--- config.mk ---
export PLATFORM = sky130hd
export DESIGN_NAME = haz_ctrl
export DESIGN_NICKNAME = d
export VERILOG_FILES = /design/src/rtl/cpu_types_pkg.sv /design/src/rtl/haz_sat_cnt.sv /design/src/rtl/haz_ctrl.sv
export SDC_FILE = /design/constraint.sdc
export NUM_CORES = 1
export LEC_CHECK = 0
export CORE_UTILIZATION = 26
export CTS_CLUSTER_DIAMETER = 80
export DETAILED_ROUTE_END_ITERATION = 10
export GPL_ROUTABILITY_DRIVEN = 0
export PLACE_DENSITY = 0.91
export SLEW_MARGIN = 5
export SYNTH_ARGS = -nofsm -noshare
export SYNTH_HDL_FRONTEND = slang
export SYNTH_SLANG_ARGS = --single-unit
--- constraint.sdc ---
create_clock -name CLK -period 2.2 [get_ports CLK]
set_clock_uncertainty 0.15 [all_clocks]
set_input_delay 0.55 -clock CLK [delete_from_list [all_inputs] [get_ports CLK]]
set_output_delay 0.55 -clock CLK [all_outputs]
set_load 0.05 [all_outputs]
--- src/rtl/cpu_types_pkg.sv ---
// cpu_types_pkg: hazard FSM state encoding and load-use depth limits.
package cpu_types_pkg;
  typedef enum logic [1:0] {RUN = 2'd0, LU = 2'd1, MWAIT = 2'd2} haz_state_t;
  localparam int HAZ_LU_MAX = 4;
  function automatic int haz_cnt_w(input int n);
    return $clog2(n + 1);
  endfunction
endpackage

--- src/rtl/haz_sat_cnt.sv ---
// haz_sat_cnt: W-bit event counter that sticks at all-ones.
module haz_sat_cnt #(
  parameter int W = 32
) (
  input  logic         clk,
  input  logic         rst_n,
  input  logic         inc_i,
  input  logic         clear_i,
  output logic [W-1:0] cnt_o
);
  logic [W-1:0] cnt_q, cnt_d;
  always_comb cnt_d = clear_i ? '0 : (inc_i && cnt_q != '1) ? cnt_q + 1'b1 : cnt_q;
  always_ff @(posedge clk or negedge rst_n)
    if (!rst_n) cnt_q <= '0;
    else cnt_q <= cnt_d;
  assign cnt_o = cnt_q;
endmodule

--- src/rtl/haz_ctrl.sv ---
// haz_ctrl: load-use stall, control-transfer flush and data-miss freeze control.
// Defining HAZ_PERF_CNT_EN adds saturating stall_cnt / flush_cnt outputs.
module haz_ctrl
  import cpu_types_pkg::*;
#(
  parameter int LU_STALL = 1,
  parameter int CNT_W    = 32
) (
  input  logic             CLK,
  input  logic             nRST,
  input  logic [31:0]      imemload_id,
  input  logic             memRead_ex,
  input  logic             memtoReg_ex,
  input  logic             datomic_ex,
  input  logic [4:0]       rt_ex,
  input  logic             branchSel,
  input  logic [1:0]       jump,
  input  logic             dmem_req_mem,
  input  logic             dhit,
  output logic             stall,
  output logic             flush_if,
  output logic             flush_id,
  output logic             flush_ex,
  output logic             freeze,
  output logic [1:0]       hstate
`ifdef HAZ_PERF_CNT_EN
  ,
  output logic [CNT_W-1:0] stall_cnt,
  output logic [CNT_W-1:0] flush_cnt
`endif
);
  localparam int LU_N = (LU_STALL < 1) ? 1 : (LU_STALL > HAZ_LU_MAX) ? HAZ_LU_MAX : LU_STALL;
  localparam int CW = haz_cnt_w(LU_N);
  localparam logic [CW-1:0] LOAD = CW'(LU_N - 1);
  haz_state_t state_q, state_d, ret_q, ret_d;
  logic [CW-1:0] cnt_q, cnt_d;
  logic hz, ctrl, frz, stall_c, flush_c;
  logic unused_bits;
  assign unused_bits = ^{imemload_id[31:26], imemload_id[15:0]};
  assign hz = (memRead_ex | (datomic_ex & memtoReg_ex)) & (rt_ex != 5'd0) &
              (rt_ex == imemload_id[25:21] | rt_ex == imemload_id[20:16]);
  assign ctrl = branchSel | (jump != 2'b00);
  assign frz = dmem_req_mem & ~dhit;
  // Freeze outranks everything; the cycle dhit returns only restores, hazards are re-evaluated after.
  always_comb begin
    state_d = state_q;
    ret_d = ret_q;
    cnt_d = cnt_q;
    stall_c = 1'b0;
    flush_c = 1'b0;
    if (frz) begin
      state_d = MWAIT;
      ret_d = (state_q == MWAIT) ? ret_q : state_q;
    end else if (state_q == MWAIT) begin
      flush_c = ctrl;
      state_d = ctrl ? RUN : ret_q;
      cnt_d = ctrl ? '0 : cnt_q;
      ret_d = RUN;
    end else if (ctrl) begin
      flush_c = 1'b1;
      state_d = RUN;
      cnt_d = '0;
    end else if (state_q == LU) begin
      stall_c = 1'b1;
      cnt_d = (cnt_q != '0) ? cnt_q - 1'b1 : '0;
      state_d = (cnt_q <= CW'(1)) ? RUN : LU;
    end else if (hz) begin
      stall_c = 1'b1;
      cnt_d = LOAD;
      state_d = (LU_N > 1) ? LU : RUN;
    end
  end
  always_ff @(posedge CLK or negedge nRST)
    if (!nRST) begin
      state_q <= RUN;
      ret_q <= RUN;
      cnt_q <= '0;
    end else begin
      state_q <= state_d;
      ret_q <= ret_d;
      cnt_q <= cnt_d;
    end
  assign stall = nRST & stall_c;
  assign flush_ex = nRST & stall_c;
  assign flush_if = nRST & flush_c;
  assign flush_id = nRST & flush_c;
  assign freeze = nRST & frz;
  assign hstate = nRST ? 2'(state_q) : 2'b00;
`ifdef HAZ_PERF_CNT_EN
  haz_sat_cnt #(.W(CNT_W)) u_stall_cnt (
    .clk(CLK), .rst_n(nRST), .inc_i(stall_c & ~frz), .clear_i(1'b0), .cnt_o(stall_cnt)
  );
  haz_sat_cnt #(.W(CNT_W)) u_flush_cnt (
    .clk(CLK), .rst_n(nRST), .inc_i(flush_c & ~frz), .clear_i(1'b0), .cnt_o(flush_cnt)
  );
`else
  localparam int unused_cnt_w = CNT_W;
`endif
endmodule

==> run_results.csv <==
group,metric,value,unit
synth,synth_area,453,sq um
synth,yosysWarnings,0,
synth,yosysMostFrequentCell,"xnor2_1",
route,dr.pass1.iters,7,
timing,slew_violations,0,
global_route,gr-usage-all-layers,17.7,%
synth,synth_top_area_share,22.1,%
critical_path,startpoint,"imemload_id[19]",
clock_network,clock-sinks,4,
global_route,grt-busiest-layer,"met2",
critical_path,reg2reg_to,"state_q[0]",
clock_network,path_clk_slew,0.03,ns
finish,multi_input_area,482,sq um
run,maxCapViolCount,0,
placed_design,dp_hpwl,1210,microns
timing,max_freq,0.449,GHz
synth,synth_top_cell_by_area,"dfrtp_1",
clock_network,h-tree-depth,1,
route,num_vias,557,
power,power,340,uW
synth,synth-xor-area-share,19.3,%
global_route,grt_use_met1,20.3,%
timing,fin_crit_sh,101,%
synth,synthArstFlopShare,100,%
synth,ys_types,26,
synth,synth_fa_ha_area_share,2.76,%
clock_network,cts_tree,"yes",
outcome,failed_checks,"DRC, setup timing",
synth,synth-simple-area-share,28.2,%
global_route,antenna_found_initial,0,
timing,rsz0062_at_grt,"true",
critical_path,rr_startpoint,"state_q[0]",
timing,period_needed,2.23,ns
route,via_per_inst,4.93,
global_route,grt_max_degree,8,
critical_path,endpoint,"stall",
global_route,grt_overflow_total,0,
hold_path,worstHoldPathType,"primary input to async pin",
synth,ys_seq_elements,4,
power,ir_worst_vdd,0.000185,V
finish,area_growth,129,%
placed_design,numPortBuffers,31,
clock_network,cts_root_buf,"clkbuf_4",
critical_path,required,1.50,ns
global_route,grt_pass1_wl,2460,microns
timing,hold_viol,0,
clock_network,cts_buffers,3,
critical_path,ff2ff_path_depth,6,
critical_path,r2r_slack,0.55,ns
synth,synth_commonest_cells,"xnor2_1, nand2_1",
synth,synth_compound_area_share,20.2,%
finish,post-route-util,66.6,%
route,wl_per_cell,13.1,microns
finish,drive_above_1_share,57.7,%
timing,fin_ws,-0.0278,ns
finish,antenna_cells,0,
global_route,use_met2,32.5,%
finish,finalNetCount,147,
synth,syn-num-nets,107,
route,ant_nets,0,
timing,relSlewSlack,80.8,%
synth,syn_inst,59,
power,cellPowerDensity,328,nW/um^2
route,finalWirelength,1480,microns
clock_network,clock_latency,0.23,ns
timing,worst_slew_pin_slew,0.283,ns
power,p_leak,0.000449,uW
placed_design,placedCellCount,108,
critical_path,cp.arrival,1.53,ns
synth,synth.mux.area_fraction,0,%
floorplan,start_util,29.1,%
floorplan,die_h,43.7,microns
global_route,grt_pass1_vias,590,
finish,final_cells,113,
timing,setup_viol,2,
synth,synthTopCellsByArea,"dfrtp_1, xnor2_1, nand2_1",
outcome,status,"complete, but fails checks",
critical_path,end_kind,"output pin",
floorplan,die_area,1910,sq um
floorplan,ios,54,
synth,synth_edf_count,0,
floorplan,fp.dieW,43.7,microns
critical_path,cp-start-kind,"primary input",
finish,fillers,126,
synth,ys.flop_type,"dfrtp_1",
clock_network,clockBufferDepth,2,
route,drtIter0Drc,10,
critical_path,worstPathMaxFanout,2,
finish,register_area,100,sq um
route,drc_errors,3,
floorplan,fp.coreArea,1560,sq um
synth,synth_top_family_by_area,"simple AND/OR/NAND/NOR gates",
global_route,met3_usage,1.67,%
floorplan,rows,14,
synth,avgSynthCellArea,7.68,sq um
synth,yosysSeqAreaShare,22.1,%
critical_path,critical_path_class,"primary input to output pin",
## power by group
part           internal [uW]  switching [uW]
clock network           60.7            25.7
registers               76.5            2.49
logic                   95.0            79.8
total                    232             108
## worst max-delay path, stage by stage
cell       delay (ns)
buf_6            0.10
xnor2_2          0.15
nand3_2          0.12
o22ai_4          0.19
o2111ai_4        0.15
nand2_4          0.13
buf_12           0.14
## repair_timing
item,4_1_cts,5_1_grt
buffers inserted,2,0
pin swaps,19,10
hold buffers,0,0
resized for setup,89,14
setup endpoints to repair,7,2
## registers in the layout, indices dropped and copies added, names as in the netlist
name	flops
ret_q	2
state_q	2
## metal layers
metal,up-vias,wire (microns)
li1,279,-
met1,263,590
met2,15,830
met3,0,56
met4,0,0
met5,-,0
## kinds of logic (layout without fill, tap and decap cells)
kind of cell,Yosys count,count (layout)
and+or+nand+nor,25,25
AOI/OAI and AO/OA,12,12
xor gates and xnor gates,10,10
buffers and inverters,7,45
DFF,4,4
adders and majority gates,1,1
## worst min-delay path by stage
stage,endpoint,cells after the start
after global placement,ret_q[1],2
after global routing,state_q[1],2
after CTS,state_q[0],2
after detailed placement,ret_q[1],2
after floorplan,ret_q[0],0
final,ret_q[1],2
## stage by stage
stage / hold slack [ns] / cell area, sq um / setup TNS (ns) / worst slack [ns]
2_1_floorplan: 0.104 / 527 / -0.0290 / -0.0290
3_3_place_gp: 0.374 / 937 / -1.40 / -0.471
3_5_place_dp: 0.394 / 937 / -1.60 / -0.537
4_1_cts: 0.201 / 980 / -0.0781 / -0.0401
5_1_grt: 0.227 / 1040 / -0.162 / -0.0819
6_report: 0.220 / 1040 / -0.0545 / -0.0278
## placed cells by master (no fill, tap or decap), types with 2 or more instances in the layout
master         Yosys  routed
nor2_1             4       3
buf_4              2       8
xnor2_2            0       6
a21oi_2            1       2
and3_4             1       2
buf_12             0       8
xnor2_4            0       2
xnor2_1           10       2
nand3_2            0       3
clkbuf_2           0       2
inv_1              4       4
dfrtp_1            4       4
nor3_1             2       2
dlygate4sd2_1      0       6
buf_2              0       7
buf_6              0       5
o22ai_1            2       2
clkbuf_4           0       3
nand2_1            8       6
## area by class of cell
cell class,instances,share of cell area (%)
clock buffer,3,2.17
inverter,4,1.45
multi-input combinational,48,46.4
sequential,4,9.64
tap,16,1.93
timing repair buffer,38,38.4
(Power assumes the default switching activity.)
==> RTL edit, RTL diff (same flow settings) <==
Add a define of `HAZ_PERF_CNT_EN`.
--- a/src/rtl/haz_ctrl.sv
+++ b/src/rtl/haz_ctrl.sv
@@ -1,5 +1,7 @@
 // haz_ctrl: load-use stall, control-transfer flush and data-miss freeze control.
 // Defining HAZ_PERF_CNT_EN adds saturating stall_cnt / flush_cnt outputs.
+`define HAZ_PERF_CNT_EN
+
 module haz_ctrl
   import cpu_types_pkg::*;
 #(
Check against the original RTL (old outputs only; new: flush_cnt and stall_cnt): equivalent (equiv_simple and equiv_induct, registers matched by name and starting in step).
==> RTL edit against the original RTL <==
- the flow finishes with violations (setup timing)
- sequential power grew to 18 times the old value
- die area grew to 7.5 times the old value
- global-route usage shrank 2.7 points
- utilization shrank 23 points
- sequential cell count grew 64
- first-iteration DRC count grew to 16 times the old value
- final cell count grew to 6.0 times the old value
- cell area grew to 5.6 times the old value
- routed wire length grew to 7.1 times the old value
- total power grew to 11 times the old value
- synthesized area grew to 8.0 times the old value
- maximum frequency shrank 17%
- setup slack lost 0.47 ns
==> RTL edit: results (changes against the original RTL) <==
result of the run - complete, but fails checks
violated checks - setup timing
wire per inst - 15.5 um (+18%)
count of input and output buffers - 95 (+210%)
Num CTS Buffers - 9 (+6)
H-tree levels - 3 (+2)
clock slew at reported path FFs - 0.06 ns (+0.03 ns)
worst ir drop on vdd - 0.000924 V (+400%)
met3 global-route usage - 4.61% (+2.9 points)
vias in the first global route - 3248 (+450%)
residual DRC count - 0 (-3)
clk root buf - clkbuf_16
Post-Route WL - 10400 um (+610%)
Synth Net Count - 389 (+260%)
layout filler cell count - 1221 (+870%)
P_leak - 2.65 nW (+490%)
synthesized instance count - 339 (+470%)
Syn-to-layout area delta - 59.9%
Iteration-0 DRC Markers - 157 (+147)
final-report setup violation count - 15 (+13)
part of the Yosys area used for sequential elements - 47.1% (+25 points)
Cell Count Post-Placement - 646 (+500%)
met1 track utilization from global routing - 18.3% (-1.9 points)
arrival time of the worst setup path - 2.00 ns (+0.47 ns)
Final WS setup - -0.497 ns (-0.469 ns)
total iterations of the first detailed-routing run - 5 (-2)
clock insertion delay at the later pin of the skew report - 0.33 ns (+0.10 ns)
worst max-slew margin expressed relative to the limit - 64.5% (-16 points)
Unique masters post-synth - 50 (+92%)
overall track demand over capacity in global routing - 15.1% (-2.7 points)
Top FF cell, synth - dfrtp_1
Final HPWL DP - 7280 um (+500%)
Synth area leaders - dfrtp_1, xnor2_1, xor2_1
Total Nets Final - 544 (+270%)
Via density - 4.77 (-3.3%)
slowest stage delay, CP - 0.53 ns (+0.34 ns)
layout cells sized above 1 - 50.1% (-7.6 points)
maximum number of pins on one net before global-route repair - 33 (+25)
Commonest cells post-synth - dfrtp_1, xnor2_1, nand3_1
gate family responsible for the most delay along the worst path - simple AND/OR/NAND/NOR gates
met2 routing resource usage after global routing - 25.0% (-7.5 points)
placed inst area - 5070 um2 (+440%)
-- RTL edit: metal layers --
metal,routed length [um],up-vias
li1,-,1519
met1,4440,1573
met2,5290,109
met3,569,16
met4,142,0
met5,0,-
-- RTL edit: worst paths after layout --
path	endpoint	start	cells past startpoint	slack, ns
max in group asynchronous	ret_q[0]	nRST	2	1.13
min in group CLK	u_flush_cnt.cnt_o[6]	u_flush_cnt.cnt_o[6]	1	0.33
setup / recovery	stall	rt_ex[3]	7	-0.50
hold reg to reg	u_flush_cnt.cnt_o[6]	u_flush_cnt.cnt_o[6]	1	0.33
setup reg to reg	u_stall_cnt.cnt_o[30]	u_stall_cnt.cnt_o[20]	8	0.04
hold / removal	u_flush_cnt.cnt_o[8]	nRST	2	0.18
-- RTL edit: where the power goes --
part	total [mW]	internal (mW)	leakage (nW)	switching, mW
clock	1.60	1.08	0.162	0.512
combinational	0.744	0.294	1.62	0.450
sequential	1.43	1.33	0.866	0.0978
total	3.77	2.71	2.65	1.06
-- RTL edit: logic make-up (layout without fill, tap and decap cells) --
| kind of cell | Yosys count | after routing | share of synthesized area, % |
|---|---|---|---|
| adder cells (fa/ha/maj) | 5 | 5 | 1.70 |
| AO/OA/AOI/OAI | 21 | 21 | 5.16 |
| buffers and inverters | 20 | 180 | 2.77 |
| XOR/XNOR | 70 | 70 | 17.0 |
| flip-flops | 68 | 68 | 47.1 |
| AND/OR/NAND/NOR | 151 | 151 | 25.2 |
| multiplexers | 4 | 4 | 1.21 |
-- RTL edit: stage by stage --
stage,worst slack [ns],total power [mW],setup TNS [ns]
floorplan,-0.472,1.85,-0.789
global placement,-0.862,2.14,-28.54
detailed placement,-0.928,2.16,-32.02
CTS,-0.506,3.78,-6.54
global route,-0.515,3.93,-2.35
finish,-0.497,3.77,-1.32
-- RTL edit: cell type report --
cell class | instances | area share, %
Tap cell | 176 | 3.81
Timing Repair Buffer | 150 | 22.9
Clock inverter | 3 | 1.17
Inverter | 14 | 0.909
Clock buffer | 13 | 4.68
Multi-Input combinational cell | 251 | 36.3
Sequential cell | 68 | 30.2
-- RTL edit: what timing repair did --
action                                 4_1_cts  5_1_grt
gates cloned                                 1        0
pin swaps                                   40       29
endpoints found under the hold margin        3        0
hold buffers                                 1        0
resized for setup                           70       46
setup endpoints to repair                   39       42
setup buffers                                9        7
